$ cat src/rtl/wb_arbiter.sv
// Round-robin writeback arbiter: NREQ execute units onto NPORT regfile write ports.
// Optional branch-kill squash of requests is enabled with `define WBARB_KILL_EN.
module wb_arbiter #(
  parameter int NREQ      = 4,
  parameter int NPORT     = 2,
  parameter int WIDTH_REG = 7,
  parameter int WIDTH_BRM = 3
) (
  input  logic                       i_clk,
  input  logic                       i_rst_n,
  input  logic                       i_en,
  input  logic [NREQ-1:0]            i_req_valid,
  input  logic [NREQ*WIDTH_REG-1:0]  i_req_addr,
  input  logic [NREQ*32-1:0]         i_req_data,
`ifdef WBARB_KILL_EN
  input  logic [NREQ*WIDTH_BRM-1:0]  i_req_brmask,
  input  logic [WIDTH_BRM-1:0]       i_brkill,
`endif
  output logic [NREQ-1:0]            o_req_ready,
  output logic [NPORT-1:0]           o_we,
  output logic [NPORT*WIDTH_REG-1:0] o_waddr,
  output logic [NPORT*32-1:0]        o_wdata,
  output logic [NPORT*WIDTH_REG-1:0] o_wdest
);

  localparam int RRW = (NREQ > 1) ? $clog2(NREQ) : 1;

  logic [RRW-1:0]             rr_q, rr_d;
  logic [NPORT-1:0]           we_q, we_d;
  logic [NPORT*WIDTH_REG-1:0] waddr_q, waddr_d;
  logic [NPORT*32-1:0]        wdata_q, wdata_d;
  logic [NREQ-1:0]            grant;
  logic [NREQ-1:0]            kill;
  logic [NPORT-1:0]           pvld;
  logic [RRW-1:0]             psel [NPORT];
  int                         cnt;
  int                         idx;

`ifdef WBARB_KILL_EN
  always_comb begin
    kill = '0;
    for (int r = 0; r < NREQ; r++) begin
      kill[r] = i_req_valid[r] &
        (|(i_req_brmask[r*WIDTH_BRM +: WIDTH_BRM] & i_brkill));
    end
  end
`else
  assign kill = '0;
`endif

  // Scan from rr; k-th live requester in scan order lands on port k
  always_comb begin
    grant = '0;
    pvld  = '0;
    rr_d  = rr_q;
    cnt   = 0;
    idx   = 0;
    for (int k = 0; k < NPORT; k++) psel[k] = '0;
    if (i_en) begin
      for (int i = 0; i < NREQ; i++) begin
        idx = int'(rr_q) + i;
        if (idx >= NREQ) idx = idx - NREQ;
        if (i_req_valid[idx] && !kill[idx] && cnt < NPORT) begin
          grant[idx] = 1'b1;
          pvld[cnt]  = 1'b1;
          psel[cnt]  = idx[RRW-1:0];
          cnt        = cnt + 1;
          rr_d       = (idx == NREQ - 1) ? '0 : RRW'(idx + 1);
        end
      end
    end
  end

  always_comb begin
    we_d    = '0;
    waddr_d = waddr_q;
    wdata_d = wdata_q;
    for (int k = 0; k < NPORT; k++) begin
      if (pvld[k]) begin
        waddr_d[k*WIDTH_REG +: WIDTH_REG] =
          i_req_addr[int'(psel[k])*WIDTH_REG +: WIDTH_REG];
        wdata_d[k*32 +: 32] = i_req_data[int'(psel[k])*32 +: 32];
        // p0 is hardwired zero: consume the slot but never write it
        we_d[k] = |i_req_addr[int'(psel[k])*WIDTH_REG +: WIDTH_REG];
      end
    end
  end

  always_ff @(posedge i_clk or negedge i_rst_n) begin
    if (!i_rst_n) begin
      rr_q    <= '0;
      we_q    <= '0;
      waddr_q <= '0;
      wdata_q <= '0;
    end else begin
      rr_q    <= rr_d;
      we_q    <= we_d;
      waddr_q <= waddr_d;
      wdata_q <= wdata_d;
    end
  end

  always_comb begin
    o_wdest = '0;
    for (int k = 0; k < NPORT; k++) begin
      if (we_q[k]) begin
        o_wdest[k*WIDTH_REG +: WIDTH_REG] = waddr_q[k*WIDTH_REG +: WIDTH_REG];
      end
    end
  end

  assign o_req_ready = (grant | kill) & {NREQ{i_rst_n}};
  assign o_we        = we_q;
  assign o_waddr     = waddr_q;
  assign o_wdata     = wdata_q;

endmodule

$ cat config.mk
export PLATFORM = sky130hd
export DESIGN_NAME = wb_arbiter
export DESIGN_NICKNAME = d
export VERILOG_FILES = /design/src/rtl/wb_arbiter.sv
export SDC_FILE = /design/constraint.sdc
export NUM_CORES = 1
export LEC_CHECK = 0
export CAP_MARGIN = 30
export CELL_PAD_IN_SITES_DETAIL_PLACEMENT = 1
export CELL_PAD_IN_SITES_GLOBAL_PLACEMENT = 1
export CORE_MARGIN = 1.5
export CORE_UTILIZATION = 34
export CTS_BUF_LIST = sky130_fd_sc_hd__clkbuf_4 sky130_fd_sc_hd__clkbuf_8
export DETAILED_ROUTE_END_ITERATION = 10
export GPL_ROUTABILITY_DRIVEN = 0
export PLACE_DENSITY_LB_ADDON = 0.1
export SKIP_CTS_REPAIR_TIMING = 1
export SYNTH_ARGS = -nofsm -noshare
export SYNTH_HDL_FRONTEND = slang
export SYNTH_SLANG_ARGS = --single-unit
$ cat constraint.sdc
create_clock -name i_clk -period 9.55 [get_ports i_clk]
set_clock_uncertainty 0.2 [all_clocks]
set_input_delay 2.865 -clock i_clk [delete_from_list [all_inputs] [get_ports i_clk]]
set_output_delay 2.865 -clock i_clk [all_outputs]
set_load 0.05 [all_outputs]
==> reports/metrics.yaml, run 1 <==
outcome: "finished clean"
grt_pass1_wl_um: 36900
nets: 1199
drive_gt1_share_pct: 9.82
port_buffers: 260
drv_slew: 0
clock_latency_ns: 0.36
crit_arrival_ns: 6.03
vias: 6494
synth_area_leader_cell: "dfrtp_1"
setup_viol: 0
dpl-instance-area_mm2: 0.00903
synth_fp_nets: 973
synth_top_area_share_pct: 32.6
clock_path_buffers: 2
multiInputGateArea_mm2: 0.00394
cts_tree: "done"
dieArea_mm2: 0.0193
grt_pass1_vias: 6737
dpl.cell_count: 1242
fin_crit_ns: 9.10
tightest_slew_ns: 0.908
die-width_um: 139
clkSinkCount: 82
ios: 261
drc_errors: 0
ys_seq_elements: 82
place_hpwl_um: 16900
fin_cells: 1258
synth_edf_count: 0
drtIter0Drc: 291
power_w: 0.00416
cap_violations: 0
slew_headroom_pct: 39.5
overflow: 0
grt_max_degree: 45
row_count: 49
max_freq_mhz: 110
cts_root_buffer: "clkbuf_8"
synth_area_per_cell_um2: 7.88
antenna_found_initial: 0
wl_per_cell_um: 18.2
fill_cells: 2171
die_y_um: 139
start_kind: "input pin"
dominantRegCellSynth: "dfrtp_1"
critPathKind: "input pin to primary output"
layout_common_cells: "clkdlybuf4s50_1 (255), nand2_1 (178), nor2_1 (105)"
cts_buffers: 9
total_leakage_power_nw: 4.19
final_common_cell: "clkdlybuf4s50_1"
area_growth_syn_to_layout_pct: 47.7
ant_nets: 0
synth_cell_type_count: 51
critPathMaxFanout: 10
viasPerCell: 5.16
track_usage_pct: 23.8
core_mm2: 0.0180
area.sequential_mm2: 0.00205
dr.max_layer_used: "met4"
rsz0062_at_grt: "false"
hp-class: "flop to flop"
power_density_mw_per_mm2: 448
initial_utilization_pct: 34.9
htreeDepth: 3
dr.pass1.iters: 4
fin_area_mm2: 0.00929
wl_met2_um: 10600
worstPathRequired_ns: 6.49
yosys-top-cells-area: "dfrtp_1 (33%), mux2i_1 (11%), nand2_1 (11%)"
whs_ns: 0.287
fin_crit_sh_pct: 95.3
syn_area_mm2: 0.00629
syn_inst: 798
setup_tns_ns: 0
m1WireLength_um: 10500
async_flop_share_pct: 100
ys.warnings.count: 0
wirelength_um: 22900
final-hold-violation-count: 0
yosysSeqAreaShare_pct: 32.6
met3_length_um: 1370
peakVddDrop_v: 0.000250
cp-end-kind: "primary output"
path_clk_slew_ns: 0.09
diodes: 0
where the power goes:
| group | switching, W | internal [W] | leakage [nW] |
|---|---|---|---|
| combinational | 0.00202 | 0.00115 | 3.07 |
| sequential | 0.000130 | 0.000532 | 0.997 |
| clock | 0.000139 | 0.000191 | 0.126 |
area by class of cell:
cell class / instances / area share, %
Clock buffer: 12 / 1.71
Timing Repair Buffer: 275 / 29.4
Inverter: 7 / 0.283
Sequential cell: 82 / 22.1
Multi-Input combinational cell: 649 / 42.4
Clock inverter: 4 / 1.05
Tap cell: 229 / 3.08
metrics by stage:
| stage | util [%] | worst slack, ns |
|---|---|---|
| floorplan | - | 0.970 |
| global placement | 50.0 | 0.538 |
| detailed placement | 50.1 | 0.468 |
| CTS | 51.5 | 0.473 |
| global route | 51.5 | 0.271 |
| finish | 51.5 | 0.453 |
final timing paths:
check / slack, ns / to / startpoint / cells after the start
max in group asynchronous: 5.82 / o_wdata[1] / i_rst_n / 2
worst max register to register: 3.27 / o_wdata[48] / rr_q[0] / 16
min in group asynchronous: 2.29 / o_wdata[43] / i_rst_n / 1
worst max-delay path: 0.45 / o_req_ready[1] / i_req_valid[0] / 11
worst min-delay path: 0.29 / o_wdata[50] / o_wdata[50] / 2
worst min register to register: 0.29 / o_wdata[50] / o_wdata[50] / 2
metal layers:
| metal | vias to the layer above | track usage (%) |
|---|---|---|
| met3 | 28 | 5.32 |
| met1 | 3088 | 31.7 |
| met4 | 0 | 6.74 |
| li1 | 3192 | - |
| met5 | - | 0 |
| met2 | 186 | 38.9 |
worst max-delay path, cell delays in order:
cell and delay, ns:
clkdlybuf4s50_1 0.51, mux4_2 0.64, ha_1 0.30, nand2b_1 0.19, o22ai_2 0.19, inv_1 0.10, fa_1 0.40, and2_1 0.23
a222oi_1 0.29, a21oi_1 0.11, buf_4 0.20
sequential cells by signal, indices dropped and copies added (netlist names):
register and count:
rr_q 2, o_waddr 14, o_we 2, o_wdata 64
cells in the mapped netlist (all sizes together), types with 2 or more instances:
cell      n
o22ai     2
dfrtp    82
and2     16
inv       7
nand3    33
nor2    105
o31ai     2
mux2i    70
nor3      3
a222oi    4
clkbuf   22
a21oi     8
mux4      3
nand2   178
mux2     48
o311ai    3
a31oi     3
o21ai   139
o211ai    2
ha       11
buf      38
logic make-up (layout without fill, tap and decap cells):
| group | after synthesis | in the layout | share of synthesized area (%) |
|---|---|---|---|
| flops | 82 | 82 | 32.6 |
| fa+ha+maj | 12 | 12 | 2.51 |
| compound gates | 171 | 171 | 15.8 |
| buf+inv | 67 | 298 | 5.45 |
| simple gates | 344 | 344 | 22.5 |
| mux | 121 | 121 | 20.9 |
| xor+xnor | 1 | 1 | 0.139 |
Power figures use the tool's default switching activity.
==> inputs of run 2 (changes only) <==
--- a/config.mk
+++ b/config.mk
@@ -5,11 +5,12 @@
 export SDC_FILE = /design/constraint.sdc
 export NUM_CORES = 1
 export LEC_CHECK = 0
+export ABC_AREA = 1
 export CAP_MARGIN = 30
 export CELL_PAD_IN_SITES_DETAIL_PLACEMENT = 1
 export CELL_PAD_IN_SITES_GLOBAL_PLACEMENT = 1
 export CORE_MARGIN = 1.5
-export CORE_UTILIZATION = 34
+export CORE_UTILIZATION = 32
 export CTS_BUF_LIST = sky130_fd_sc_hd__clkbuf_4 sky130_fd_sc_hd__clkbuf_8
 export DETAILED_ROUTE_END_ITERATION = 10
 export GPL_ROUTABILITY_DRIVEN = 0
==> reports/metrics.yaml, run 2 <==
outcome: "finished clean"  # unchanged
cap_violations: 0  # unchanged
hold_end: "o_waddr[1]"  # was o_wdata[50]
setup_tns_ns: 0  # unchanged
overflow: 0  # unchanged
synth_cell_type_count: 36  # was 51
grt_use_met2_pct: 42.2  # was 38.9%
cts_tree: "done"  # unchanged
grt_pass1_wl_um: 39100  # was 36900 um
slowest_stage: "clkdlybuf4s50_1"  # was mux4_2
fin_crit_ns: 9.05  # was 9.10 ns
vias: 7179  # was 6494
tightest_slew_ns: 0.717  # was 0.908 ns
track_usage_pct: 24.8  # was 23.8%
clock_latency_ns: 0.36  # about the same
path_clk_slew_ns: 0.09  # about the same
rr_worst_depth: 22  # was 16
place_hpwl_um: 17500  # was 16900 um
nets: 1279  # was 1199
ant_nets: 0  # unchanged
max_freq_mhz: 110  # about the same
rsz0062_at_grt: "false"  # unchanged
core_mm2: 0.0187  # was 0.0180 mm2
min_path_cells: 2  # unchanged
slew_headroom_pct: 52.2  # was 39.5%
cp-end-kind: "primary output"  # unchanged
layout_common_cells: "clkdlybuf4s50_1 (259), a21oi_1 (132), nand2_1 (111)"  # was clkdlybuf4s50_1 (255), nand2_1 (178), nor2_1 (105)
die_y_um: 141  # was 139 um
wl_per_cell_um: 18.3  # was 18.2 um
synth_fp_nets: 1066  # was 973
use_met3_pct: 3.91  # was 5.32%
fin_area_mm2: 0.00896  # was 0.00929 mm2
grt_max_degree: 92  # was 45
dieArea_mm2: 0.0199  # was 0.0193 mm2
drc_errors: 0  # unchanged
async_flop_share_pct: 100  # unchanged
synth_area_leader_cell: "dfrtp_1"  # unchanged
row_count: 50  # was 49
holdCritStartpoint: "o_waddr[1]"  # was o_wdata[50]
synth_common_cells: "a21oi_1 (133), nand2_1 (111), inv_1 (94)"  # was nand2_1 (178), nor2_1 (105), o21ai_0 (92)
area_growth_syn_to_layout_pct: 47.0  # was 47.7%
ios: 261  # unchanged
fin_crit_sh_pct: 94.8  # was 95.3%
yosysSeqAreaShare_pct: 33.7  # was 32.6%
synth_edf_count: 0  # unchanged
port_buffers: 260  # unchanged
critPathMaxStageDelay_ns: 0.70  # was 0.64 ns
crit_cells: 16  # was 11
synth_top_area_share_pct: 33.7  # was 32.6%
crit_arrival_ns: 5.99  # was 6.03 ns
drtIter0Drc: 349  # was 291
syn_inst: 891  # was 798
drv_slew: 0  # unchanged
viasPerCell: 5.35  # was 5.16
diodes: 0  # unchanged
cts_root_buffer: "clkbuf_8"  # unchanged
yosysMostFrequentCell: "a21oi_1"  # was nand2_1
reg2reg_to: "o_we[1]"  # was o_wdata[48]
critPathKind: "input pin to primary output"  # unchanged
worstPathRequired_ns: 6.49  # about the same
grt_pass1_vias: 7267  # was 6737
htreeDepth: 3  # unchanged
start_kind: "input pin"  # unchanged
antenna_found_initial: 0  # unchanged
setup_viol: 0  # unchanged
r2r-start: "rr_q[0]"  # unchanged
clock_path_buffers: 2  # unchanged
critPathMaxFanout: 9  # was 10
synth_area_per_cell_um2: 6.84  # was 7.88 um2
grtUsageMet1_pct: 32.7  # was 31.7%
dpl-instance-area_mm2: 0.00873  # was 0.00903 mm2
fill_cells: 2375  # was 2171
ys_seq_elements: 82  # unchanged
crit_chain: "clkdlybuf4s50_1 -> nand2_1 -> nand2_1 -> nand2_2 -> nand2_2 -> ha_1 -> inv_1 -> nand3_4 -> fa_1 -> nand2_2 -> nor2_4 -> inv_1 -> o22ai_1 -> a221oi_1 -> nor2_1 -> clkdlybuf4s50_1"  # was clkdlybuf4s50_1 -> mux4_2 -> ha_1 -> nand2b_1 -> o22ai_2 -> inv_1 -> fa_1 -> and2_1 -> a222oi_1 -> a21oi_1 -> buf_4
wirelength_um: 24600  # was 22900 um
ys.warnings.count: 0  # unchanged
drive_gt1_share_pct: 5.32  # was 9.82%
hp-class: "flop to flop"  # unchanged
final_common_cell: "clkdlybuf4s50_1"  # unchanged
top_usage_layer: "met2"  # unchanged
dominantRegCellSynth: "dfrtp_1"  # unchanged
final-hold-violation-count: 0  # unchanged
die-width_um: 141  # was 139 um
yosys-top-cells-area: "dfrtp_1 (34%), a21oi_1 (11%), o21ai_0 (7.3%)"  # was dfrtp_1 (33%), mux2i_1 (11%), nand2_1 (11%)
largest_reg_flops: 64  # unchanged
cpLargestDelayFamily: "buffers and inverters"  # unchanged
r2r_setup_slack_ns: 4.44  # was 3.27 ns
cts_buffers: 9  # unchanged
clkSinkCount: 82  # unchanged
initial_utilization_pct: 32.6  # was 34.9%
syn_area_mm2: 0.00610  # was 0.00629 mm2
cp_common_cell: "nand2_2"
crit_buf_inv: 4  # was 3
dr.pass1.iters: 4  # unchanged
[run 2: cell count changes in the layout (fill, tap and decap cells not counted), sizes merged, moves of 16 or more]
| cell | change |
|---|---|
| nor2 | -26 |
| nand3 | +18 |
| mux2i | -70 |
| a21oi | +125 |
| nand2 | -58 |
| mux2 | -47 |
| a31oi | +64 |
| and2 | -16 |
| inv | +94 |
[run 2: per-stage QoR]
| step | hold slack, ns | instances | utilization, % | setup slack, ns |
|---|---|---|---|---|
| 2_1_floorplan | 0.417 | 891 | - | 1.63 |
| 3_3_place_gp | 0.300 | 1325 | 46.5 | 0.561 |
| 3_5_place_dp | 0.309 | 1326 | 46.7 | 0.479 |
| 4_1_cts | 0.331 | 1342 | 47.8 | 0.472 |
| 5_1_grt | 0.364 | 1343 | 47.9 | 0.317 |
| 6_report | 0.325 | 1343 | 47.9 | 0.497 |
[run 2: area by class of cell]
type / instances / area, um2 / area share (%)
multi-input combinational: 640 / 3320 / 37.0
clock buffer: 9 / 124 / 1.38
inverter: 100 / 375 / 4.19
tap: 234 / 293 / 3.27
clock inverter: 7 / 76.3 / 0.852
sequential: 82 / 2050 / 22.9
timing repair buffer: 271 / 2720 / 30.4
[run 2: tightest hold or removal path: cells and delay by family (launching register included)]
family,cells,cell delay [ns]
AOI/OAI and AO/OA,1,0.06
DFF,1,0.38
and+or+nand+nor,1,0.06
[run 2: cell families (layout without fill, tap and decap cells)]
logic type                 after synthesis  in the layout  share of synthesized area (%)
and+or+nand+nor                        268            268                           19.9
adders and majority gates               12             12                           2.59
DFF                                     82             82                           33.7
muxes                                    1              1                          0.185
AOI/OAI and AO/OA                      358            358                           31.2
buffers and inverters                  169            387                           12.3
xor gates and xnor gates                 1              1                          0.144
[run 2: routing by layer]
metal | up-vias | share of wire, % | wire, um
li1 | 3495 | - | -
met1 | 3437 | 45 | 11000
met2 | 223 | 48 | 11700
met3 | 24 | 5.5 | 1350
met4 | 0 | 1.8 | 437
met5 | - | 0 | 0
[run 2: how the worst max path moves through the flow]
stage / startpoint / to / slack (ns)
final: i_req_valid[3] / o_req_ready[1] / 0.50
after global routing: i_req_valid[3] / o_req_ready[1] / 0.32
after CTS: i_req_valid[3] / o_req_ready[1] / 0.47
after detailed placement: i_req_valid[3] / o_req_ready[1] / 0.48
after global placement: i_req_valid[3] / o_req_ready[1] / 0.56
after floorplan: i_req_valid[2] / o_req_ready[1] / 1.63
Power of run 2 is left out: the tool's default activity adds up to more than one toggle a clock period on the data nets, which glitch-free logic cannot reach.
==> inputs of run 3 (changes only) <==
--- a/config.mk
+++ b/config.mk
@@ -15,6 +15,7 @@
 export DETAILED_ROUTE_END_ITERATION = 10
 export GPL_ROUTABILITY_DRIVEN = 0
 export PLACE_DENSITY_LB_ADDON = 0.1
+export REMOVE_ABC_BUFFERS = 1
 export SKIP_CTS_REPAIR_TIMING = 1
 export SYNTH_ARGS = -nofsm -noshare
 export SYNTH_HDL_FRONTEND = slang
==> reports/metrics.yaml, run 3 (same netlist as run 2, synthesis figures left out) <==
slew_headroom_pct: 48.3  # was 52.2%
port_buffers: 260  # unchanged
r2r_setup_slack_ns: 4.44  # about the same
hp-class: "flop to flop"  # unchanged
grt_pass1_vias: 6959  # was 7267
final_common_cell: "clkdlybuf4s50_1"  # unchanged
clock_path_buffers: 2  # unchanged
final-hold-violation-count: 0  # unchanged
cp-end-kind: "primary output"  # unchanged
dieArea_mm2: 0.0199  # unchanged
core_mm2: 0.0187  # unchanged
track_usage_pct: 24.4  # was 24.8%
outcome: "finished clean"  # unchanged
start_kind: "input pin"  # unchanged
grt_max_degree: 85  # was 92
critPathKind: "input pin to primary output"  # unchanged
drtIter0Drc: 351  # was 349
dr.pass1.iters: 4  # unchanged
vias: 7116  # was 7179
fin_crit_ns: 9.11  # was 9.05 ns
layout_common_cells: "clkdlybuf4s50_1 (259), a21oi_1 (132), nand2_1 (111)"  # unchanged
drive_gt1_share_pct: 5.32  # unchanged
ant_nets: 0  # unchanged
critPathCapture: "o_req_ready[1]"  # unchanged
antenna_found_initial: 2  # was 0
largest_reg_flops: 64  # unchanged
max_freq_mhz: 110  # about the same
rsz0062_at_grt: "false"  # unchanged
cts_root_buffer: "clkbuf_8"  # unchanged
clock_latency_ns: 0.36  # about the same
nets: 1279  # unchanged
cts_tree: "done"  # unchanged
htreeDepth: 3  # unchanged
row_count: 50  # unchanged
die-width_um: 141  # unchanged
rr_worst_depth: 19  # was 22
critPathMaxFanout: 9  # unchanged
overflow: 0  # unchanged
crit_arrival_ns: 6.05  # was 5.99 ns
initial_utilization_pct: 32.6  # unchanged
drc_errors: 0  # unchanged
area_growth_syn_to_layout_pct: 47.1  # was 47.0%
reg2reg_to: "o_wdata[3]"  # was o_we[1]
path_clk_slew_ns: 0.09  # about the same
wirelength_um: 24400  # was 24600 um
cts_buffers: 9  # unchanged
setup_viol: 0  # unchanged
grt_pass1_wl_um: 37900  # was 39100 um
setup_tns_ns: 0  # unchanged
drv_slew: 0  # unchanged
cap_violations: 0  # unchanged
wl_per_cell_um: 18.2  # was 18.3 um
worstPathRequired_ns: 6.49  # about the same
r2r-start: "rr_q[0]"  # unchanged
die_y_um: 141  # unchanged
ios: 261  # unchanged
crit_start: "i_req_valid[2]"  # was i_req_valid[3]
viasPerCell: 5.29  # was 5.35
fin_crit_sh_pct: 95.4  # was 94.8%
tightest_slew_ns: 0.775  # was 0.717 ns
clkSinkCount: 82  # unchanged
place_hpwl_um: 17200  # was 17500 um
## run 3: cell count changes in the layout (fill, tap and decap cells not counted), sizes merged
cell,previous run,this run
clkinv,3,1
inv,101,100
diode,0,1
clkbuf,9,13
clkinvlp,2,1
## run 3: worst min-delay path by stage
| stage | startpoint | endpoint | slack, ns | depth (start not counted) |
|---|---|---|---|---|
| 6_report | o_waddr[3] | o_waddr[3] | 0.32 | 2 |
| 5_1_grt | o_waddr[3] | o_waddr[3] | 0.35 | 2 |
| 4_1_cts | o_waddr[3] | o_waddr[3] | 0.32 | 2 |
| 3_5_place_dp | o_waddr[3] | o_waddr[3] | 0.30 | 2 |
| 3_3_place_gp | o_waddr[3] | o_waddr[3] | 0.29 | 2 |
| 2_1_floorplan | rr_q[1] | rr_q[1] | 0.42 | 1 |
## run 3: metrics by stage
stage / hold WS [ns] / util [%] / std cells / instance area, um2 / worst slack (ns)
floorplan: 0.417 / - / 822 / 5720 / 1.60
global placement: 0.294 / 46.5 / 1325 / 8710 / 0.521
detailed placement: 0.301 / 46.8 / 1327 / 8750 / 0.443
CTS: 0.323 / 47.9 / 1343 / 8970 / 0.430
global route: 0.349 / 47.9 / 1344 / 8970 / 0.231
finish: 0.321 / 47.9 / 1344 / 8970 / 0.439
## run 3: critical path, cell delays in order
cell	delay [ns]
clkdlybuf4s50_1	0.44
nand2_1	0.12
nand2_1	0.06
nand2_1	0.09
nand2_2	0.14
ha_1	0.22
inv_1	0.14
nand3_4	0.15
fa_1	0.41
nand2_2	0.10
nor2_4	0.06
inv_1	0.14
o22ai_1	0.09
a221oi_1	0.25
nor2_1	0.07
clkdlybuf4s50_1	0.71
## run 3: cell type report
| class | count | area [um2] |
|---|---|---|
| Sequential cell | 82 | 2050 |
| Timing Repair Buffer | 271 | 2720 |
| Inverter | 100 | 375 |
| Clock inverter | 3 | 46.3 |
| Tap cell | 234 | 293 |
| Antenna cell | 1 | 2.50 |
| Fill cell | 2395 | 9740 |
| Multi-Input combinational cell | 640 | 3320 |
| Clock buffer | 13 | 166 |
## run 3: routing by layer
metal	routed length [um]	track usage (%)	up-vias
met5	0	0	-
met4	530	8.72	0
met3	1510	4.82	30
met2	11400	39.9	235
met1	11000	32.0	3363
li1	-	-	3488
Power of run 3 is left out for the same reason.
